File: src/rtl/main_memory_ctrl_if.sv
// Bus-side signal bundle for main_memory_ctrl: request pulses in, read responses
// and status out. The master side is the coherence bus; the slave side is the memory.
interface main_memory_ctrl_if #(
  parameter int unsigned ADDRESS_WIDTH = 6,
  parameter int unsigned DATA_WIDTH    = 32
);
  logic                     mem_req_valid;
  logic                     mem_req_write;
  logic [ADDRESS_WIDTH-1:0] mem_req_addr;
  logic [DATA_WIDTH-1:0]    mem_req_data;
  logic                     mem_resp_valid;
  logic [DATA_WIDTH-1:0]    mem_resp_data;
  logic                     busy;
  logic                     fifo_overflow;

  modport master (
    output mem_req_valid, mem_req_write, mem_req_addr, mem_req_data,
    input  mem_resp_valid, mem_resp_data, busy, fifo_overflow
  );

  modport slave (
    input  mem_req_valid, mem_req_write, mem_req_addr, mem_req_data,
    output mem_resp_valid, mem_resp_data, busy, fifo_overflow
  );
endinterface

File: src/rtl/main_memory_ctrl.sv
// Main-memory model and in-order request controller. Requests are queued in a
// small FIFO, writes retire in one cycle, reads return after READ_LATENCY wait
// cycles as a single registered response pulse.
module main_memory_ctrl #(
  parameter int unsigned ADDRESS_WIDTH = 6,
  parameter int unsigned DATA_WIDTH    = 32,
  parameter int unsigned READ_LATENCY  = 4,
  parameter int unsigned FIFO_DEPTH    = 4
) (
  input  logic               clk,
  input  logic               reset,
  main_memory_ctrl_if.slave  bus
);

  localparam int unsigned IDX_W = $clog2(FIFO_DEPTH);
  localparam int unsigned PTR_W = IDX_W + 1;
  localparam int unsigned CNT_W = 4;
  localparam int unsigned WORDS = 2 ** ADDRESS_WIDTH;

  typedef enum logic {
    IDLE      = 1'b0,
    READ_WAIT = 1'b1
  } state_t;

  // request FIFO payload and pointers (extra MSB separates full from empty)
  logic                     fifo_write_q [FIFO_DEPTH];
  logic [ADDRESS_WIDTH-1:0] fifo_addr_q  [FIFO_DEPTH];
  logic [DATA_WIDTH-1:0]    fifo_data_q  [FIFO_DEPTH];
  logic [PTR_W-1:0]         wr_ptr_q, wr_ptr_d;
  logic [PTR_W-1:0]         rd_ptr_q, rd_ptr_d;

  // storage array
  logic [DATA_WIDTH-1:0]    storage_q [WORDS];

  // controller state
  state_t                   state_q, state_d;
  logic [CNT_W-1:0]         cnt_q, cnt_d;
  logic [ADDRESS_WIDTH-1:0] raddr_q, raddr_d;

  // response path
  logic                     stage_q, stage_d;
  logic [DATA_WIDTH-1:0]    stage_data_q, stage_data_d;
  logic                     resp_valid_q, resp_valid_d;
  logic [DATA_WIDTH-1:0]    resp_data_q, resp_data_d;

  // status
  logic                     overflow_q, overflow_d;
  logic                     busy_q, busy_d;

  // combinational helpers
  logic                     fifo_empty, fifo_full;
  logic                     push, pop, mem_we;
  logic                     head_write;
  logic [ADDRESS_WIDTH-1:0] head_addr;
  logic [DATA_WIDTH-1:0]    head_data;

  assign fifo_empty = (wr_ptr_q == rd_ptr_q);
  assign fifo_full  = (wr_ptr_q[PTR_W-1] != rd_ptr_q[PTR_W-1]) &&
                      (wr_ptr_q[IDX_W-1:0] == rd_ptr_q[IDX_W-1:0]);

  assign head_write = fifo_write_q[rd_ptr_q[IDX_W-1:0]];
  assign head_addr  = fifo_addr_q[rd_ptr_q[IDX_W-1:0]];
  assign head_data  = fifo_data_q[rd_ptr_q[IDX_W-1:0]];

  // FSM next state: pop head when idle, count down read latency
  always_comb begin
    state_d      = state_q;
    cnt_d        = cnt_q;
    raddr_d      = raddr_q;
    pop          = 1'b0;
    mem_we       = 1'b0;
    stage_d      = 1'b0;
    stage_data_d = stage_data_q;
    case (state_q)
      IDLE: begin
        if (!fifo_empty) begin
          pop = 1'b1;
          if (head_write) begin
            mem_we = 1'b1;
          end else begin
            raddr_d = head_addr;
            cnt_d   = CNT_W'(READ_LATENCY - 1);
            state_d = READ_WAIT;
          end
        end
      end
      READ_WAIT: begin
        if (cnt_q == '0) begin
          // Read data is captured here and presented one edge later through the
          // output register; the controller is already free to pop on that edge,
          // so throughput stays one read per READ_LATENCY+1 cycles.
          stage_d      = 1'b1;
          stage_data_d = storage_q[raddr_q];
          state_d      = IDLE;
        end else begin
          cnt_d = cnt_q - 1'b1;
        end
      end
      default: state_d = IDLE;
    endcase
  end

  // FIFO pointer update, overflow detection, response and busy next values
  always_comb begin
    push         = bus.mem_req_valid && (!fifo_full || pop);
    wr_ptr_d     = wr_ptr_q + PTR_W'(push);
    rd_ptr_d     = rd_ptr_q + PTR_W'(pop);
    overflow_d   = overflow_q | (bus.mem_req_valid && fifo_full && !pop);
    resp_valid_d = stage_q;
    resp_data_d  = stage_q ? stage_data_q : resp_data_q;
    busy_d       = (wr_ptr_d != rd_ptr_d) || (state_d != IDLE) || stage_d;
  end

  // control and output registers
  always_ff @(posedge clk) begin
    if (reset) begin
      state_q      <= IDLE;
      cnt_q        <= '0;
      raddr_q      <= '0;
      wr_ptr_q     <= '0;
      rd_ptr_q     <= '0;
      stage_q      <= 1'b0;
      stage_data_q <= '0;
      resp_valid_q <= 1'b0;
      resp_data_q  <= '0;
      overflow_q   <= 1'b0;
      busy_q       <= 1'b0;
    end else begin
      state_q      <= state_d;
      cnt_q        <= cnt_d;
      raddr_q      <= raddr_d;
      wr_ptr_q     <= wr_ptr_d;
      rd_ptr_q     <= rd_ptr_d;
      stage_q      <= stage_d;
      stage_data_q <= stage_data_d;
      resp_valid_q <= resp_valid_d;
      resp_data_q  <= resp_data_d;
      overflow_q   <= overflow_d;
      busy_q       <= busy_d;
    end
  end

  // FIFO payload write; validity is tracked by the pointers alone
  always_ff @(posedge clk) begin
    if (!reset && push) begin
      fifo_write_q[wr_ptr_q[IDX_W-1:0]] <= bus.mem_req_write;
      fifo_addr_q[wr_ptr_q[IDX_W-1:0]]  <= bus.mem_req_addr;
      fifo_data_q[wr_ptr_q[IDX_W-1:0]]  <= bus.mem_req_data;
    end
  end

  // storage array: cleared on reset, written when a write request retires
  always_ff @(posedge clk) begin
    if (reset) begin
      for (int unsigned i = 0; i < WORDS; i++) begin
        storage_q[i] <= '0;
      end
    end else if (mem_we) begin
      storage_q[head_addr] <= head_data;
    end
  end

  assign bus.mem_resp_valid = resp_valid_q;
  assign bus.mem_resp_data  = resp_data_q;
  assign bus.busy           = busy_q;
  assign bus.fifo_overflow  = overflow_q;

endmodule

File: src/flat_wrapper.sv
// flat-port wrapper written by rule: the top's interface ports become plain ports
module main_memory_ctrl_flat 
#(
  parameter int unsigned ADDRESS_WIDTH = 6,
  parameter int unsigned DATA_WIDTH    = 32,
  parameter int unsigned READ_LATENCY  = 4,
  parameter int unsigned FIFO_DEPTH    = 4
)
  (clk, reset, bus_mem_req_valid, bus_mem_req_write, bus_mem_req_addr, bus_mem_req_data, bus_mem_resp_valid, bus_mem_resp_data, bus_busy, bus_fifo_overflow);
  main_memory_ctrl_if #(.ADDRESS_WIDTH(ADDRESS_WIDTH), .DATA_WIDTH(DATA_WIDTH)) bus_i ();
  input  logic clk;
  input  logic reset;
  input wire logic [$bits(bus_i.mem_req_valid)-1:0] bus_mem_req_valid;
  input wire logic [$bits(bus_i.mem_req_write)-1:0] bus_mem_req_write;
  input wire logic [$bits(bus_i.mem_req_addr)-1:0] bus_mem_req_addr;
  input wire logic [$bits(bus_i.mem_req_data)-1:0] bus_mem_req_data;
  output wire logic [$bits(bus_i.mem_resp_valid)-1:0] bus_mem_resp_valid;
  output wire logic [$bits(bus_i.mem_resp_data)-1:0] bus_mem_resp_data;
  output wire logic [$bits(bus_i.busy)-1:0] bus_busy;
  output wire logic [$bits(bus_i.fifo_overflow)-1:0] bus_fifo_overflow;
  assign bus_i.mem_req_valid = bus_mem_req_valid;
  assign bus_i.mem_req_write = bus_mem_req_write;
  assign bus_i.mem_req_addr = bus_mem_req_addr;
  assign bus_i.mem_req_data = bus_mem_req_data;
  assign bus_mem_resp_valid = bus_i.mem_resp_valid;
  assign bus_mem_resp_data = bus_i.mem_resp_data;
  assign bus_busy = bus_i.busy;
  assign bus_fifo_overflow = bus_i.fifo_overflow;
  main_memory_ctrl #(.ADDRESS_WIDTH(ADDRESS_WIDTH), .DATA_WIDTH(DATA_WIDTH), .READ_LATENCY(READ_LATENCY), .FIFO_DEPTH(FIFO_DEPTH)) u_core (.clk(clk), .reset(reset), .bus(bus_i));
endmodule
File: config.mk
export PLATFORM = sky130hd
export DESIGN_NAME = main_memory_ctrl_flat
export DESIGN_NICKNAME = d
export VERILOG_FILES = /design/src/rtl/main_memory_ctrl_if.sv /design/src/rtl/main_memory_ctrl.sv /design/src/flat_wrapper.sv
export SDC_FILE = /design/constraint.sdc
export NUM_CORES = 2
export LEC_CHECK = 0
export CORE_MARGIN = 4
export CORE_UTILIZATION = 60
export CTS_CLUSTER_DIAMETER = 60
export DETAILED_ROUTE_END_ITERATION = 10
export MAX_ROUTING_LAYER = met4
export PLACE_DENSITY = 0.74
export SLEW_MARGIN = 15
export SYNTH_ARGS = -nofsm -noshare
export SYNTH_HDL_FRONTEND = slang
export SYNTH_SLANG_ARGS = --single-unit
File: constraint.sdc
create_clock -name clk -period 9.4 [get_ports clk]
set_clock_uncertainty 0.15 [all_clocks]
set_input_delay 2.35 -clock clk [delete_from_list [all_inputs] [get_ports clk]]
set_output_delay 2.35 -clock clk [all_outputs]
set_load 0.005 [all_outputs]
---- Yosys cells after proc, flatten, opt, wreduce, memory -nomap -nowiden ----
Memories as Yosys holds them, arrays and structs flattened. A register that Yosys moved wholly into a read port is not among the register bits.
Cells that the tools add are included.
word-level totals
  bits in registers ....................... 53
  bits in writable memories ............... 2204
  input port bits ......................... 42
  output and inout port bits .............. 35
  word-level logic and storage cells ...... 72
  memories kept ........................... 4
memory list
  name                 depth  width  read ports  clocked after memory_dff  write ports  line                    text
  u_core.storage_q     64     32     1           1                         64           main_memory_ctrl.sv:33  logic [DATA_WIDTH-1:0] storage_q [WORDS];
  u_core.fifo_data_q   4      32     1           1                         1            main_memory_ctrl.sv:28  logic [DATA_WIDTH-1:0] fifo_data_q [FIFO_DEPTH];
  u_core.fifo_addr_q   4      6      1           1                         1            main_memory_ctrl.sv:27  logic [ADDRESS_WIDTH-1:0] fifo_addr_q [FIFO_DEPTH];
  u_core.fifo_write_q  4      1      1           1                         1            main_memory_ctrl.sv:26  logic fifo_write_q [FIFO_DEPTH];
cells by class
  add/subtract/negate cells ............... 3
  eq/ne operators ......................... 7
  mux-type cells .......................... 28
  bitwise gates (word level) .............. 4
  reductions and logical operators ........ 16
operators by type and width
  kind                                               number
  2-to-1 mux 32 bit                                  1
  OR reduction 32 bit                                1
  2-to-1 mux 1 bit                                   18
  2-to-1 mux 4 bit                                   3
  case mux 4 bit (2 select lines)                    1
  adder 3 x 1 -> 3 bit                               2
  2-to-1 mux 2 bit                                   3
  2-to-1 mux 6 bit                                   1
  != test 2 bit (second input constant)              3
  AND reduction 3 bit                                2
  logical AND 1 bit                                  5
  logical NOT 4 bit                                  1
  subtractor 4 x 1 -> 4 bit (second input constant)  1
  == test 3 bit                                      1
  logical NOT 1 bit                                  3
  logical OR 1 bit                                   3
  != test 3 bit                                      1
  inverter 1 bit                                     3
  == test 2 bit                                      1
  case mux 1 bit (2 select lines)                    1
  AND reduction 2 bit                                1
  != test 1 bit                                      1
  OR 1 bit                                           1

---- Longest topological paths before layout ----
  word-level depth ........................ 9
  gate-level depth with buffers ........... 10
  gate-level depth less buffers ........... 9

---- Least setup slack after synthesis ----
No wires, ideal clock.
  path kind ............................... input to register
  start point ............................. input reset
  end point ............................... memory u_core.fifo_addr_q[3][0], enable pin
  setup time .............................. 0.534 ns
  arrival ................................. 6.658 ns
  required time ........................... 8.716 ns
  slack ................................... 2.058 ns
  stages .................................. 3
  path buffers ............................ 2
  path through ............................ buf_1 > clkbuf_1 > nor4bb_1
between the ends
  word-level cells in the longest chain between the ends .. 4
RTL lines
  item                                    line                     text
  from (decl)                             flat_wrapper.sv:12       input logic reset;
  logical NOT 1 bit                       main_memory_ctrl.sv:145  if (!reset && push) begin
  logical AND 1 bit                       main_memory_ctrl.sv:145
  2-to-1 mux 1 bit                        main_memory_ctrl.sv:145
  2-to-1 mux 1 bit (not written as such)  main_memory_ctrl.sv:147  fifo_addr_q[wr_ptr_q[IDX_W-1:0]] <= bus.mem_req_addr;
  to (decl)                               main_memory_ctrl.sv:27
Every way passes these cells.

==> results.txt <==
Static timing analysis puts the maximum clock frequency at 189 MHz. The number of different library cells used by synthesis comes to 61. The multiplexer share of the synthesized area is 0.139. Summed over all failing endpoints, the final setup total negative slack is 0 ns. The period utilization is 0.564. The gate count of the mapped netlist is 6708. The final weighted congestion in routability-driven placement came out at 1.05. The tightest min-delay check is of the reg2reg type.

TritonCTS created 222 clock buffers. Sorting the synthesized cells by area gives the leading types as sky130_fd_sc_hd__edfxtp_1, sky130_fd_sc_hd__mux4_2, sky130_fd_sc_hd__nor2_1. The power per cell area came out at 266 nW/um2. The async set-reset flop share out of synthesis is 0. The post-synthesis sequential element count is 2289.

The data arrival time at the worst-slack endpoint is 5.68 ns. The required time at the endpoint of the critical path came out at 9.78 ns. In the global route stage, overall resource usage came out at 0.359. STA classifies the critical path endpoint as a register. The latest clock arrival within the worst-skew pair is 0.90 ns. The transition time at the pin with the least slew margin is 1.33 ns.

The largest driver fanout on the critical path came out at 44. The mean instance size in the synthesized netlist is 14.5 um2. The number of hold violations in the final report is 0. The maximum vdd ir drop is 248 uV.

The length of the first detailed-routing pass in iterations is 6. Dividing the detail-routed via count by the number of cells gives 6.78. The average wire per standard cell is 32.9 um. The static power due to leakage came out at 36.4 nW.

The number of setup buffers added after CTS is 0. The share of synthesized cell area in full adder, half adder and majority cells came out at 0.000516. The flow ran to the end, and the final reports show no timing, DRC or antenna violations.

The minimum clock period after layout came out at 5.30 ns. The total standard cell area after synthesis came out at 97100 um2. The count of nets left with antenna violations once routing finished came out at 0.

The synthesis-to-layout area growth is 10.6%. The portion of the post-synthesis area used by sequential elements came out at 0.699. The global-route track usage on met2 came out at 0.496. Of the total synthesized cell area, the portion taken by AND, OR, NAND and NOR gates is 0.105. Counting every net in the synthesized netlist gives 6754. The final max-slew violation count is 0. The placeable core region came out at 161000 um2.

Entering global routing, the biggest net connects 129 pins. STA classifies the critical path startpoint as a primary input. The maximum clock path buffer count came out at 3. Among all flip-flop cells after synthesis, the most frequent one is sky130_fd_sc_hd__edfxtp_1.

The routed wire length came out at 293 mm. Setup repair after global routing left no endpoint under its margin. TritonCTS built the clock tree. The layer carrying the most global-route usage is met2. In the global route stage, met1 resource usage came out at 0.490.

The H-tree depth is 4. The number of hold buffers added after cts is 0. The total die area came out at 168000 um2.

The biggest area consumer among synthesized cells is sky130_fd_sc_hd__edfxtp_1. The I/O pin total is 77. The count of max-cap constraint violations is 0.

The starting utilization of the core area came out at 0.604. The global-route wire length before repair came out at 417 mm. After synthesis, the largest family of logic cells by area is multiplexers. The number of endpoints failing setup at the final stage is 0. The detailed placer's ending HPWL came out at 179 mm. The count of instances resized after the clock tree is built came out at 0. In this run the tool buffered the top-level ports with 76 buffer cells. The number of warning messages in the yosys log is 0.

The area fraction in compound gates after synthesis came out at 0.0293. The clock root buffer is sky130_fd_sc_hd__clkbuf_16. The number of antenna violations at the first check in global routing is 18. The clock sink count is 2289.

The horizontal die dimension came out at 410 um. The clock-pin transition on the worst setup and hold timing paths is 0.07 ns. The top-area cell type share of the netlist area came out at 0.682.

For met3 alone, demand over resource in global routing was 0.120. The final layout contains 6615 nets. The overall die height is 410 um. After the first detailed-routing iteration, the DRC count stood at 10.8k. The total overflow reported by the global router is 0. The detailed-route DRC error count is 0. Summing internal, switching and leakage power gives 0.0286 W. The number of enable flip-flop cells after synthesis came out at 2204.

The via count of the first global-routing pass came out at 57.8k. Row generation in the floorplan step produced 147 rows. The share of final-layout standard cells stronger than drive strength 1 came out at 0.166. The fraction of synthesized cell area in xor and xnor cells came out at 0.000992. The category of the critical setup timing path is in2reg. The detailed router placed 60.5k vias in this run. The hold slack is 0.321 ns.

The normalized max-slew margin came out at 0.112.
## power breakdown
part / internal (W) / switching [W] / total (W)
Clock: 0.00492 / 0.00391 / 0.00883
Sequential: 0.0116 / 0.000336 / 0.0120
Combinational: 0.00214 / 0.00562 / 0.00776
Total: 0.0187 / 0.00987 / 0.0286
## stage by stage
stage                     area, um2  setup WS [ns]  cells   util
after floorplan               97100           2.06   6708      -
after global placement       100000           3.36   8500  0.623
after detailed placement     100000           3.34   8502  0.623
after CTS                    107000           4.24   8913  0.668
after global routing         107000           3.97   8927  0.668
final                        107000           4.10   8928  0.668
## synthesized netlist by cell type (22+ instances only)
library cell and count:
sky130_fd_sc_hd__buf_2 140, sky130_fd_sc_hd__nand2b_1 71, sky130_fd_sc_hd__nor2_1 2131, sky130_fd_sc_hd__mux2i_1 320, sky130_fd_sc_hd__o221ai_1 51, sky130_fd_sc_hd__mux2_2 87, sky130_fd_sc_hd__mux4_2 412, sky130_fd_sc_hd__o21ai_0 24
sky130_fd_sc_hd__nand2_1 206, sky130_fd_sc_hd__dfxtp_1 85, sky130_fd_sc_hd__buf_1 46, sky130_fd_sc_hd__edfxtp_1 2204, sky130_fd_sc_hd__nor3_1 34, sky130_fd_sc_hd__a22oi_1 22, sky130_fd_sc_hd__clkbuf_1 432, sky130_fd_sc_hd__and2_1 23
sky130_fd_sc_hd__o22ai_1 85, sky130_fd_sc_hd__nand3_1 36, sky130_fd_sc_hd__a32oi_1 26, sky130_fd_sc_hd__a31oi_1 28, sky130_fd_sc_hd__o21ai_1 32, sky130_fd_sc_hd__a221oi_1 32
## critical path: stages
cell	delay, ns
sky130_fd_sc_hd__buf_4	0.29
sky130_fd_sc_hd__buf_4	0.41
sky130_fd_sc_hd__nor4_4	0.64
sky130_fd_sc_hd__buf_4	0.29
sky130_fd_sc_hd__nand2_1	0.66
sky130_fd_sc_hd__nand2b_1	0.57
sky130_fd_sc_hd__buf_4	0.41
## placed cells by master, fill, tap and decap left out, types with 31 or more instances in the layout
| cell type | Yosys | routed |
|---|---|---|
| sky130_fd_sc_hd__nand3_1 | 36 | 36 |
| sky130_fd_sc_hd__clkinv_1 | 1 | 53 |
| sky130_fd_sc_hd__clkbuf_1 | 432 | 52 |
| sky130_fd_sc_hd__o21ai_4 | 0 | 32 |
| sky130_fd_sc_hd__nor2_1 | 2131 | 2128 |
| sky130_fd_sc_hd__o221ai_1 | 51 | 51 |
| sky130_fd_sc_hd__edfxtp_1 | 2204 | 2204 |
| sky130_fd_sc_hd__nand2b_2 | 0 | 56 |
| sky130_fd_sc_hd__nand2_1 | 206 | 203 |
| sky130_fd_sc_hd__a221oi_1 | 32 | 32 |
| sky130_fd_sc_hd__mux2i_1 | 320 | 320 |
| sky130_fd_sc_hd__mux4_2 | 412 | 412 |
| sky130_fd_sc_hd__dfxtp_1 | 85 | 77 |
| sky130_fd_sc_hd__nor3_1 | 34 | 31 |
| sky130_fd_sc_hd__clkinv_2 | 0 | 34 |
| sky130_fd_sc_hd__mux2_2 | 87 | 87 |
| sky130_fd_sc_hd__buf_4 | 6 | 178 |
| sky130_fd_sc_hd__clkdlybuf4s50_1 | 0 | 75 |
| sky130_fd_sc_hd__clkbuf_16 | 0 | 223 |
| sky130_fd_sc_hd__o22ai_1 | 85 | 85 |
## worst paths after layout
| kind | from | cells past startpoint | end | slack, ns |
|---|---|---|---|---|
| max | reset | 7 | u_core.storage_q[46][25]$_SDFFCE_PN0P_ | 4.10 |
| min | u_core.stage_data_q[31]$_SDFFE_PP0P_ | 1 | u_core.stage_data_q[31]$_SDFFE_PP0P_ | 0.32 |
| max reg2reg | u_core.rd_ptr_q[0]$_SDFF_PP0_ | 7 | u_core.storage_q[54][17]$_SDFFCE_PN0P_ | 4.29 |
| min reg2reg | u_core.stage_data_q[31]$_SDFFE_PP0P_ | 1 | u_core.stage_data_q[31]$_SDFFE_PP0P_ | 0.32 |
## registers in the layout, indices dropped and copies added, names as in the netlist
signal                     count
u_core.state_q                 1
u_core.bus.fifo_overflow       1
u_core.rd_ptr_q                3
u_core.bus.mem_resp_valid      1
u_core.fifo_data_q           128
u_core.stage_data_q           32
u_core.storage_q            2048
u_core.cnt_q                   4
u_core.bus.mem_resp_data      32
u_core.fifo_addr_q            24
u_core.fifo_write_q            4
u_core.resp_valid_d            1
u_core.bus.busy                1
u_core.wr_ptr_q                3
u_core.raddr_q                 6
## logic make-up after synthesis
kind of cell	Yosys count
simple gates	2554
flops	2289
mux	819
buf+inv	636
compound gates	395
xor+xnor	11
fa+ha+maj	4
## routing by layer
| metal | wire [um] | share of wire |
|---|---|---|
| met5 | 0 | 0 |
| met4 | 15600 | 0.053 |
| met3 | 47500 | 0.16 |
| met2 | 128000 | 0.44 |
| met1 | 102000 | 0.35 |
## final cells by class
type | instances | area (um2)
diodes | 12 | 30.0
clock buffers | 287 | 5940
clock inverters | 124 | 1290
fillers | 10900 | 53300
inverters | 11 | 41.3
multi-input cells | 3783 | 27300
flip-flops and latches | 2289 | 67900
well taps | 2160 | 2700
repair buffers | 262 | 2240
No activity file was read; power rests on OpenSTA's default activity.
